<file path="config.mk">
export PLATFORM = sky130hd
export DESIGN_NAME = issue_scheduler
export DESIGN_NICKNAME = d
export VERILOG_FILES = /design/src/rtl/issue_scheduler_pkg.sv /design/src/rtl/issue_scheduler_instr_fifo.sv /design/src/rtl/issue_scheduler.sv
export SDC_FILE = /design/constraint.sdc
export NUM_CORES = 1
export LEC_CHECK = 0
export ABC_AREA = 1
export CORE_ASPECT_RATIO = 2
export CORE_UTILIZATION = 29
export CTS_BUF_LIST = sky130_fd_sc_hd__clkbuf_4 sky130_fd_sc_hd__clkbuf_8
export DETAILED_ROUTE_END_ITERATION = 6
export PLACE_DENSITY = 0.47
export SLEW_MARGIN = 30
export SYNTH_ARGS = -nofsm -noshare
export SYNTH_HDL_FRONTEND = slang
export SYNTH_SLANG_ARGS = --single-unit
</file>
<file path="constraint.sdc">
create_clock -name sys_clk -period 6 [get_ports sys_clk]
set_clock_uncertainty 0.2 [all_clocks]
set_input_delay 0.6 -clock sys_clk [delete_from_list [all_inputs] [get_ports sys_clk]]
set_output_delay 0.6 -clock sys_clk [all_outputs]
set_load 0.005 [all_outputs]
</file>
<file path="src/rtl/issue_scheduler_pkg.sv">
// Shared field widths, constants and types for the instruction issue scheduler.
package issue_scheduler_pkg;

   localparam int OPC_W  = 5;
   localparam int REG_W  = 4;
   localparam int DATA_W = 32;

   localparam logic [OPC_W-1:0] NOP_OPC = '0;

   typedef enum logic [1:0] {
      ST_RUN   = 2'd0,
      ST_DRAIN = 2'd1,
      ST_DONE  = 2'd2
   } sched_state_t;

   typedef struct packed {
      logic [OPC_W-1:0]  opcode;
      logic [REG_W-1:0]  s1;
      logic [REG_W-1:0]  s2;
      logic [REG_W-1:0]  dest;
      logic [DATA_W-1:0] imm;
   } instr_t;

   typedef struct packed {
      logic             valid;
      logic [REG_W-1:0] dest;
   } sb_slot_t;

endpackage

</file>
<file path="src/rtl/issue_scheduler_instr_fifo.sv">
// Synchronous FIFO with clear; a push while full is refused even when a pop
// happens in the same cycle.
module instr_fifo #(
   parameter int DEPTH = 4,
   parameter int WIDTH = 8
) (
   input  logic                     sys_clk,
   input  logic                     reset_n,
   input  logic                     clear,
   input  logic                     push,
   input  logic                     pop,
   input  logic [WIDTH-1:0]         wdata,
   output logic [WIDTH-1:0]         rdata,
   output logic [$clog2(DEPTH):0]   count,
   output logic                     full,
   output logic                     empty
);

   localparam int PTR_W = $clog2(DEPTH);
   localparam logic [PTR_W-1:0] PTR_ONE = 1;
   localparam logic [PTR_W:0]   CNT_ONE = 1;

   logic [WIDTH-1:0] mem [DEPTH];
   logic [PTR_W-1:0] wr_ptr;
   logic [PTR_W-1:0] rd_ptr;
   logic             do_push;
   logic             do_pop;

   assign full    = (count == (PTR_W+1)'(DEPTH));
   assign empty   = (count == '0);
   assign do_push = push && !full;
   assign do_pop  = pop && !empty;
   assign rdata   = mem[rd_ptr];

   always_ff @(posedge sys_clk or negedge reset_n) begin
      if (!reset_n) begin
         wr_ptr <= '0;
         rd_ptr <= '0;
         count  <= '0;
      end else if (clear) begin
         wr_ptr <= '0;
         rd_ptr <= '0;
         count  <= '0;
      end else begin
         if (do_push) wr_ptr <= wr_ptr + PTR_ONE;
         if (do_pop)  rd_ptr <= rd_ptr + PTR_ONE;
         case ({do_push, do_pop})
            2'b10:   count <= count + CNT_ONE;
            2'b01:   count <= count - CNT_ONE;
            default: count <= count;
         endcase
      end
   end

   always_ff @(posedge sys_clk) begin
      if (do_push && !clear) mem[wr_ptr] <= wdata;
   end

endmodule

</file>
<file path="src/rtl/issue_scheduler.sv">
// Issue controller: queues instructions, holds back RAW hazards against a
// write-back scoreboard, and drains the pipeline on a flush request.
//
// state | meaning
// RUN   | normal accept and issue
// DRAIN | queue cleared, bubbles only until scoreboard empties
// DONE  | drain complete, flush_done pulses next cycle, back to RUN
module issue_scheduler
   import issue_scheduler_pkg::*;
#(
   parameter int DEPTH  = 4,
   parameter int WB_LAT = 3
) (
   input  logic                    sys_clk,
   input  logic                    reset_n,
   input  logic                    in_valid,
   output logic                    in_ready,
   input  logic [OPC_W-1:0]        opcode_in,
   input  logic [REG_W-1:0]        s1_in,
   input  logic [REG_W-1:0]        s2_in,
   input  logic [REG_W-1:0]        dest_in,
   input  logic [DATA_W-1:0]       ime_data_in,
   output logic [OPC_W-1:0]        opcode_out,
   output logic [REG_W-1:0]        s1_out,
   output logic [REG_W-1:0]        s2_out,
   output logic [REG_W-1:0]        dest_out,
   output logic [DATA_W-1:0]       ime_data_out,
   output logic                    issue_valid,
   output logic                    stall,
   input  logic                    flush_req,
   output logic                    flush_done,
   output logic [$clog2(DEPTH):0]  q_count
);

   sched_state_t state, state_nxt;
   sb_slot_t     sb [WB_LAT];
   instr_t       head;
   instr_t       in_instr;
   instr_t       out_q;
   logic         fifo_full;
   logic         fifo_empty;
   logic         is_run;
   logic         hazard;
   logic         sb_busy;
   logic         do_push;
   logic         do_issue;
   logic         flush_clear;

   assign in_instr = '{opcode: opcode_in, s1: s1_in, s2: s2_in,
                       dest: dest_in, imm: ime_data_in};

   assign is_run      = (state == ST_RUN);
   assign in_ready    = !fifo_full && is_run;
   assign flush_clear = is_run && flush_req;
   assign do_push     = in_valid && in_ready && !flush_req;
   assign do_issue    = is_run && !flush_req && !fifo_empty && !hazard;
   assign stall       = is_run && !fifo_empty && hazard;

   instr_fifo #(
      .DEPTH (DEPTH),
      .WIDTH ($bits(instr_t))
   ) u_fifo (
      .sys_clk (sys_clk),
      .reset_n (reset_n),
      .clear   (flush_clear),
      .push    (do_push),
      .pop     (do_issue),
      .wdata   (in_instr),
      .rdata   (head),
      .count   (q_count),
      .full    (fifo_full),
      .empty   (fifo_empty)
   );

   always_comb begin
      hazard  = 1'b0;
      sb_busy = 1'b0;
      for (int i = 0; i < WB_LAT; i++) begin
         if (sb[i].valid) begin
            sb_busy = 1'b1;
            if (head.s1 == sb[i].dest || head.s2 == sb[i].dest) hazard = 1'b1;
         end
      end
      if (head.opcode == NOP_OPC) hazard = 1'b0;
   end

   always_comb begin
      state_nxt = state;
      case (state)
         ST_RUN:   if (flush_req) state_nxt = ST_DRAIN;
         ST_DRAIN: if (!sb_busy) state_nxt = ST_DONE;
         ST_DONE:  state_nxt = ST_RUN;
         default:  state_nxt = ST_RUN;
      endcase
   end

   always_ff @(posedge sys_clk or negedge reset_n) begin
      if (!reset_n) state <= ST_RUN;
      else          state <= state_nxt;
   end

   // Write-back shadow: a slot stays valid until its result is in the register file.
   always_ff @(posedge sys_clk or negedge reset_n) begin
      if (!reset_n) begin
         for (int i = 0; i < WB_LAT; i++) sb[i] <= '0;
      end else begin
         sb[0].valid <= do_issue && (head.opcode != NOP_OPC);
         sb[0].dest  <= head.dest;
         for (int i = 1; i < WB_LAT; i++) sb[i] <= sb[i-1];
      end
   end

   always_ff @(posedge sys_clk or negedge reset_n) begin
      if (!reset_n) begin
         out_q       <= '0;
         issue_valid <= 1'b0;
         flush_done  <= 1'b0;
      end else begin
         out_q       <= do_issue ? head : '0;
         issue_valid <= do_issue;
         flush_done  <= (state == ST_DONE);
      end
   end

   assign opcode_out   = out_q.opcode;
   assign s1_out       = out_q.s1;
   assign s2_out       = out_q.s2;
   assign dest_out     = out_q.dest;
   assign ime_data_out = out_q.imm;

endmodule

</file>
==> results.tsv, run 1 <==
metric	value	unit
die width	136	um
Worst Setup End Kind	primary output	
Core ar.	35700	um2
CTS tree	built	
mapped cell area	10500	um2
Die Ht	271	um
post-synth net total	839	
number of H-tree levels	2	
Critical Path Source Type	register	
IO Pins	109	
Layout area overhead	22.9	%
critical path required time	5.20	ns
Fill cells	3403	
worst vdd ir	0.203	mV
Final Cycle Share	70.8	%
CP Class	register to primary output	
Avg WL per Cell	18.5	um
post-route cell area	12900	um2
Layout Utilization	36.1	%
HP Class	register to register	
Worst Path Arrival	3.45	ns
TritonCTS buffer count	39	
status	completed	
largest net degree at the start of global routing	100	
clock buffer depth	3	
share of cells above drive strength 1	14.3	%
Slew Viols, Final	0	
gr ovfl total	0	
root buffer cell	clkbuf_8	
Synth Register Bits	271	
Comb power frac	29.7	%
crit path max fanout	33	
clock share of power	26.6	%
PortBufs	108	
Remaining DRCs	0	
final total power	5.52	mW
Reg power frac	43.7	%
NetSw	1.92	mW
initial core utilization	29.3	%
overall die area	36900	um2
drt first pass iters	4	
initial antenna violation count	2	
GRT Util Overall	14.3	%
fin cells	1387	
Vias/cell	4.60	
pre-CTS setup slack	2.25	ns
Post-Place Cell Area	12000	um2
Seq/Total Area, Yosys	74.2	%
placed cell count	1312	
Power per Cell Area	429	nW/um2
Placer Congestion	0.769	
final setup vio count	0	
Lkg Pwr	5.00	nW
P_int	3.60	mW
Final Hold Fails	0	
Cells after Synth	781	
post-route antenna net violation count	0	
clk sinks	271	
Fin Hold WS	0.213	ns
clock transition at the registers of the reported paths	0.06	ns
initial drt markers	327	
Final #Nets	964	
cell row count	98	
clk_lat worst skew	0.55	ns
Post-DP HPWL	15.0	mm
setup ws final	1.75	ns
max cap viols	0	
Tightest Pin Transition	0.848	ns
final WL	25.7	mm
yosys warns	0	
Peak Freq	235	MHz
RSZ-0062 raised after global routing	false	
DR vias	6383	
Sum Neg Setup Slack	0	ns
shortest period the worst path allows	4.25	ns
Sw Ratio	34.8	%
vias in the first global route	6735	
Max-slew headroom	43.5	%
synth unique cells	34	
Post-Syn Area per Cell	13.4	um2
first-pass GRT wire length	39.1	mm
## worst max-delay path, cell delays in order (launching register included)
cell,delay (ns)
dfrtp_2,0.67
buf_4,0.53
nand3_1,0.24
nand2_1,0.17
nand2_1,0.07
nand2_1,0.10
nand2_1,0.06
inv_1,0.07
nand2_1,0.05
nand2_1,0.05
nand2_1,0.06
nand3_2,0.09
nand2_4,0.10
nor2_1,0.12
clkdlybuf4s50_1,0.51
## layout by cell type, fill, tap and decap left out, drive strengths merged, types with 32 or more instances in the layout
cell,instances
a221oi,32
nand2,196
edfxtp,196
inv,37
clkdlybuf4s50,107
a21oi,72
clkbuf,57
nor2,59
nand3,43
dfrtp,75
## cells in the mapped netlist, drive strengths merged
master  instances  share of area [%]
nand2         196                7.3
o31ai           1              0.072
fa              1               0.19
clkbuf         23               0.82
nand4           3               0.18
nor2           59                2.1
or3             2               0.17
a21oi          72                3.5
inv            35                1.3
a211oi          2               0.14
a221oi         32                4.6
edfxtp        196                 56
o22a            4               0.33
ha              4               0.48
o21ai          18               0.86
dfrtp          75                 18
xnor2           1              0.084
nand3          43                2.6
buf            13                1.1
a32oi           1              0.084
## timing repair
item	in CTS	in global routing
hold buffers	1	0
gates resized for setup	0	0
setup buffers	0	0
hold endpoints to repair	14	0
## path summary, 6_finish.rpt
| check | from | slack, ns | end | cells after the start |
|---|---|---|---|---|
| max | u_fifo.rd_ptr[1]$_DFFE_PN0P_ | 1.75 | stall | 14 |
| min | sb[14]$_DFF_PN0_ | 0.21 | sb[9]$_DFF_PN0_ | 0 |
| max reg2reg | u_fifo.rd_ptr[1]$_DFFE_PN0P_ | 2.39 | u_fifo.count[2]$_DFFE_PN0P_ | 21 |
| min reg2reg | sb[14]$_DFF_PN0_ | 0.21 | sb[9]$_DFF_PN0_ | 0 |
| max in group asynchronous | reset_n | 4.44 | u_fifo.rd_ptr[0]$_DFFE_PN0P_ | 3 |
| min in group asynchronous | reset_n | 0.25 | state[1]$_DFFE_PN0P_ | 2 |
## sequential cells by signal (all words and copies together), names as in the netlist
name           flops
u_fifo.rd_ptr      2
s1_out             4
issue_valid        1
opcode_out         5
s2_out             4
u_fifo.count       3
u_fifo.wr_ptr      2
flush_done         1
ime_data_out      32
state              2
sb                15
u_fifo.mem       196
dest_out           4
## power by group through the flow
| stage | clock (mW) | sequential (mW) | combinational [mW] |
|---|---|---|---|
| after CTS | 1.52 | 2.42 | 1.68 |
| after floorplan | 0 | 2.42 | 1.08 |
| after global placement | 0 | 2.46 | 1.66 |
| after detailed placement | 0 | 2.45 | 1.67 |
| final | 1.47 | 2.41 | 1.64 |
| after global routing | 1.58 | 2.44 | 1.84 |
## cell type report
class / instances / area, um2 / area share, %
flip-flops and latches: 271 / 7770 / 60.4
multi-input cells: 439 / 2400 / 18.6
repair buffers: 120 / 1220 / 9.47
clock buffers: 57 / 709 / 5.51
well taps: 450 / 563 / 4.38
inverters: 35 / 136 / 1.06
clock inverters: 14 / 71.3 / 0.554
diodes: 1 / 2.50 / 0.0194
## cell families after synthesis
family	count (synthesis)	synth area share, %
and+or+nand+nor	303	12.3
adders and majority gates	5	0.669
buffers and inverters	71	3.20
AOI/OAI and AO/OA	130	9.56
xor gates and xnor gates	1	0.0837
DFF	271	74.2
## metal layers
metal	vias to the layer above	track usage (%)	part of all wire, %	wire [um]
li1	3014	-	-	-
met1	3207	14.9	37	9480
met4	2	6.26	3.3	857
met5	-	0	0.043	11
met3	49	2.14	3.2	825
met2	111	27.4	57	14500
Note: power is estimated with default switching activity, not from simulation.
==> run 2: changes to the inputs <==
clock period = 4.1 ns   (was 6 ns; I/O delays follow)
==> results.tsv, run 2 (same netlist as run 1, synthesis figures left out) <==
metric	value	unit	change
CP Class	register to primary output		
TritonCTS buffer count	41		+5.1%
cell row count	98		unchanged
Worst Path Arrival	3.20	ns	-0.25 ns
clock buffer depth	3		unchanged
status	completed		
leading cell type in the layout, fill and taps excluded	edfxtp_1		
Fin Hold WS	0.229	ns	+0.0165 ns
die width	136	um	unchanged
Placer Congestion	0.838		+9.0%
IO Pins	109		unchanged
final setup vio count	0		unchanged
shortest period the worst path allows	3.81	ns	
initial core utilization	29.3	%	unchanged
number of H-tree levels	2		unchanged
Max-slew headroom	52.1	%	+8.7 points
drt first pass iters	6		+2
Critical Path Source Type	register		
CTS tree	built		
Worst Setup End Kind	primary output		
setup ws final	0.289	ns	-1.46 ns
clock transition at the registers of the reported paths	0.06	ns	about the same
PortBufs	108		unchanged
Post-DP HPWL	15.5	mm	+3.3%
clk_lat worst skew	0.56	ns	about the same
Post-CTS Setup Bufs	0		unchanged
DR vias	6399		+0.25%
GRT Util Overall	14.7	%	+0.36 points
share of cells above drive strength 1	15.4	%	+1.1 points
first-pass GRT wire length	39.8	mm	+1.8%
Sum Neg Setup Slack	0	ns	unchanged
Final Cycle Share	92.9	%	
most frequent cells in the layout	edfxtp_1 (196), nand2_1 (193), clkdlybuf4s50_1 (107)		
max cap viols	0		unchanged
clk sinks	271		unchanged
Slew Viols, Final	0		unchanged
Tightest Pin Transition	0.718	ns	-0.130 ns
final WL	25.9	mm	+0.63%
pre-CTS setup slack	0.698	ns	-1.55 ns
initial drt markers	320		-2.1%
crit path max fanout	33		unchanged
Final #Nets	968		+0.41%
Layout Utilization	36.5	%	+0.45 points
vias in the first global route	6822		+1.3%
post-route antenna net violation count	0		unchanged
Peak Freq	262	MHz	
Lkg Pwr	5.08	nW	+1.5%
overall die area	36900	um2	unchanged
Avg WL per Cell	18.6	um	+0.12%
RSZ-0062 raised after global routing	false		
initial antenna violation count	4		+2
Core ar.	35700	um2	unchanged
Final Hold Fails	0		unchanged
Die Ht	271	um	unchanged
Power per Cell Area	645	nW/um2	+50%
max reg flops	196		unchanged
Layout area overhead	24.5	%	
critical path required time	3.49	ns	-1.71 ns
Vias/cell	4.59		-0.25%
register with the most flip-flops	u_fifo.mem		
Remaining DRCs	0		unchanged
largest net degree at the start of global routing	52		-48%
root buffer cell	clkbuf_8		
HP Class	register to register		
worst vdd ir	0.278	mV	+37%
final total power	8.40	mW	+52%
gr ovfl total	0		unchanged
-- run 2: cell types whose count changed in the layout (fill, tap and decap cells not counted), moves of 2 or more --
cell,delta
clkbuf_8,+6
buf_12,+4
clkinv_1,-4
inv_6,-3
buf_16,-2
bufinv_16,+2
clkbuf_4,+2
-- run 2: path summary, 6_finish.rpt --
check	cells past startpoint	to	startpoint	slack [ns]
max	14	stall	u_fifo.rd_ptr[0]$_DFFE_PN0P_	0.29
min in group asynchronous	2	ime_data_out[25]$_DFF_PN0_	reset_n	0.24
min reg2reg	0	sb[9]$_DFF_PN0_	sb[14]$_DFF_PN0_	0.23
max in group asynchronous	3	ime_data_out[10]$_DFF_PN0_	reset_n	2.55
min	0	sb[9]$_DFF_PN0_	sb[14]$_DFF_PN0_	0.23
max reg2reg	21	u_fifo.count[2]$_DFFE_PN0P_	u_fifo.rd_ptr[0]$_DFFE_PN0P_	0.81
-- run 2: report_power, final --
part           switching (mW)  internal (mW)  total (mW)
clock network            1.05           1.38        2.43
logic                    1.58          0.833        2.41
registers               0.236           3.33        3.56
total                    2.86           5.54        8.40
-- run 2: critical path, cell delays in order (launching register included) --
cell             delay [ns]
dfrtp_4                0.63
buf_6                  0.32
nand2_1                0.09
nand3_1                0.15
nand2_1                0.12
nand2_1                0.07
nand2_1                0.08
nor2_1                 0.11
nand2_1                0.05
nand2_1                0.06
nand2_1                0.06
nand3_2                0.10
nand2_4                0.10
nor2_1                 0.15
clkdlybuf4s50_1        0.52
-- run 2: metrics by stage --
step / cell area [um2] / std cells
after floorplan: 10500 / 781
after global placement: 12100 / 1316
after detailed placement: 12100 / 1316
after CTS: 13000 / 1393
after global routing: 13000 / 1394
final: 13000 / 1394
-- run 2: what timing repair did --
action                                 CTS  global route
gates resized for setup                  0             4
endpoints found under the hold margin   47             0
hold buffers                             1             0
setup endpoints to repair                0             1
-- run 2: final cells by class --
cell class / count / area (um2)
fill: 3423 / 22700
sequential: 271 / 7770
multi-input combinational: 439 / 2400
timing repair buffer: 122 / 1240
clock buffer: 65 / 807
tap: 450 / 563
inverter: 35 / 141
clock inverter: 11 / 106
antenna: 1 / 2.50
-- run 2: per-layer routing --
metal  vias to the layer above  global-route usage [%]  part of all wire (%)
met2                       144                    27.6                    57
li1                       3033                       -                     -
met4                         6                    6.87                   3.3
met3                        61                    2.79                   3.9
met1                      3155                    15.1                    36
met5                         -                       0                  0.13
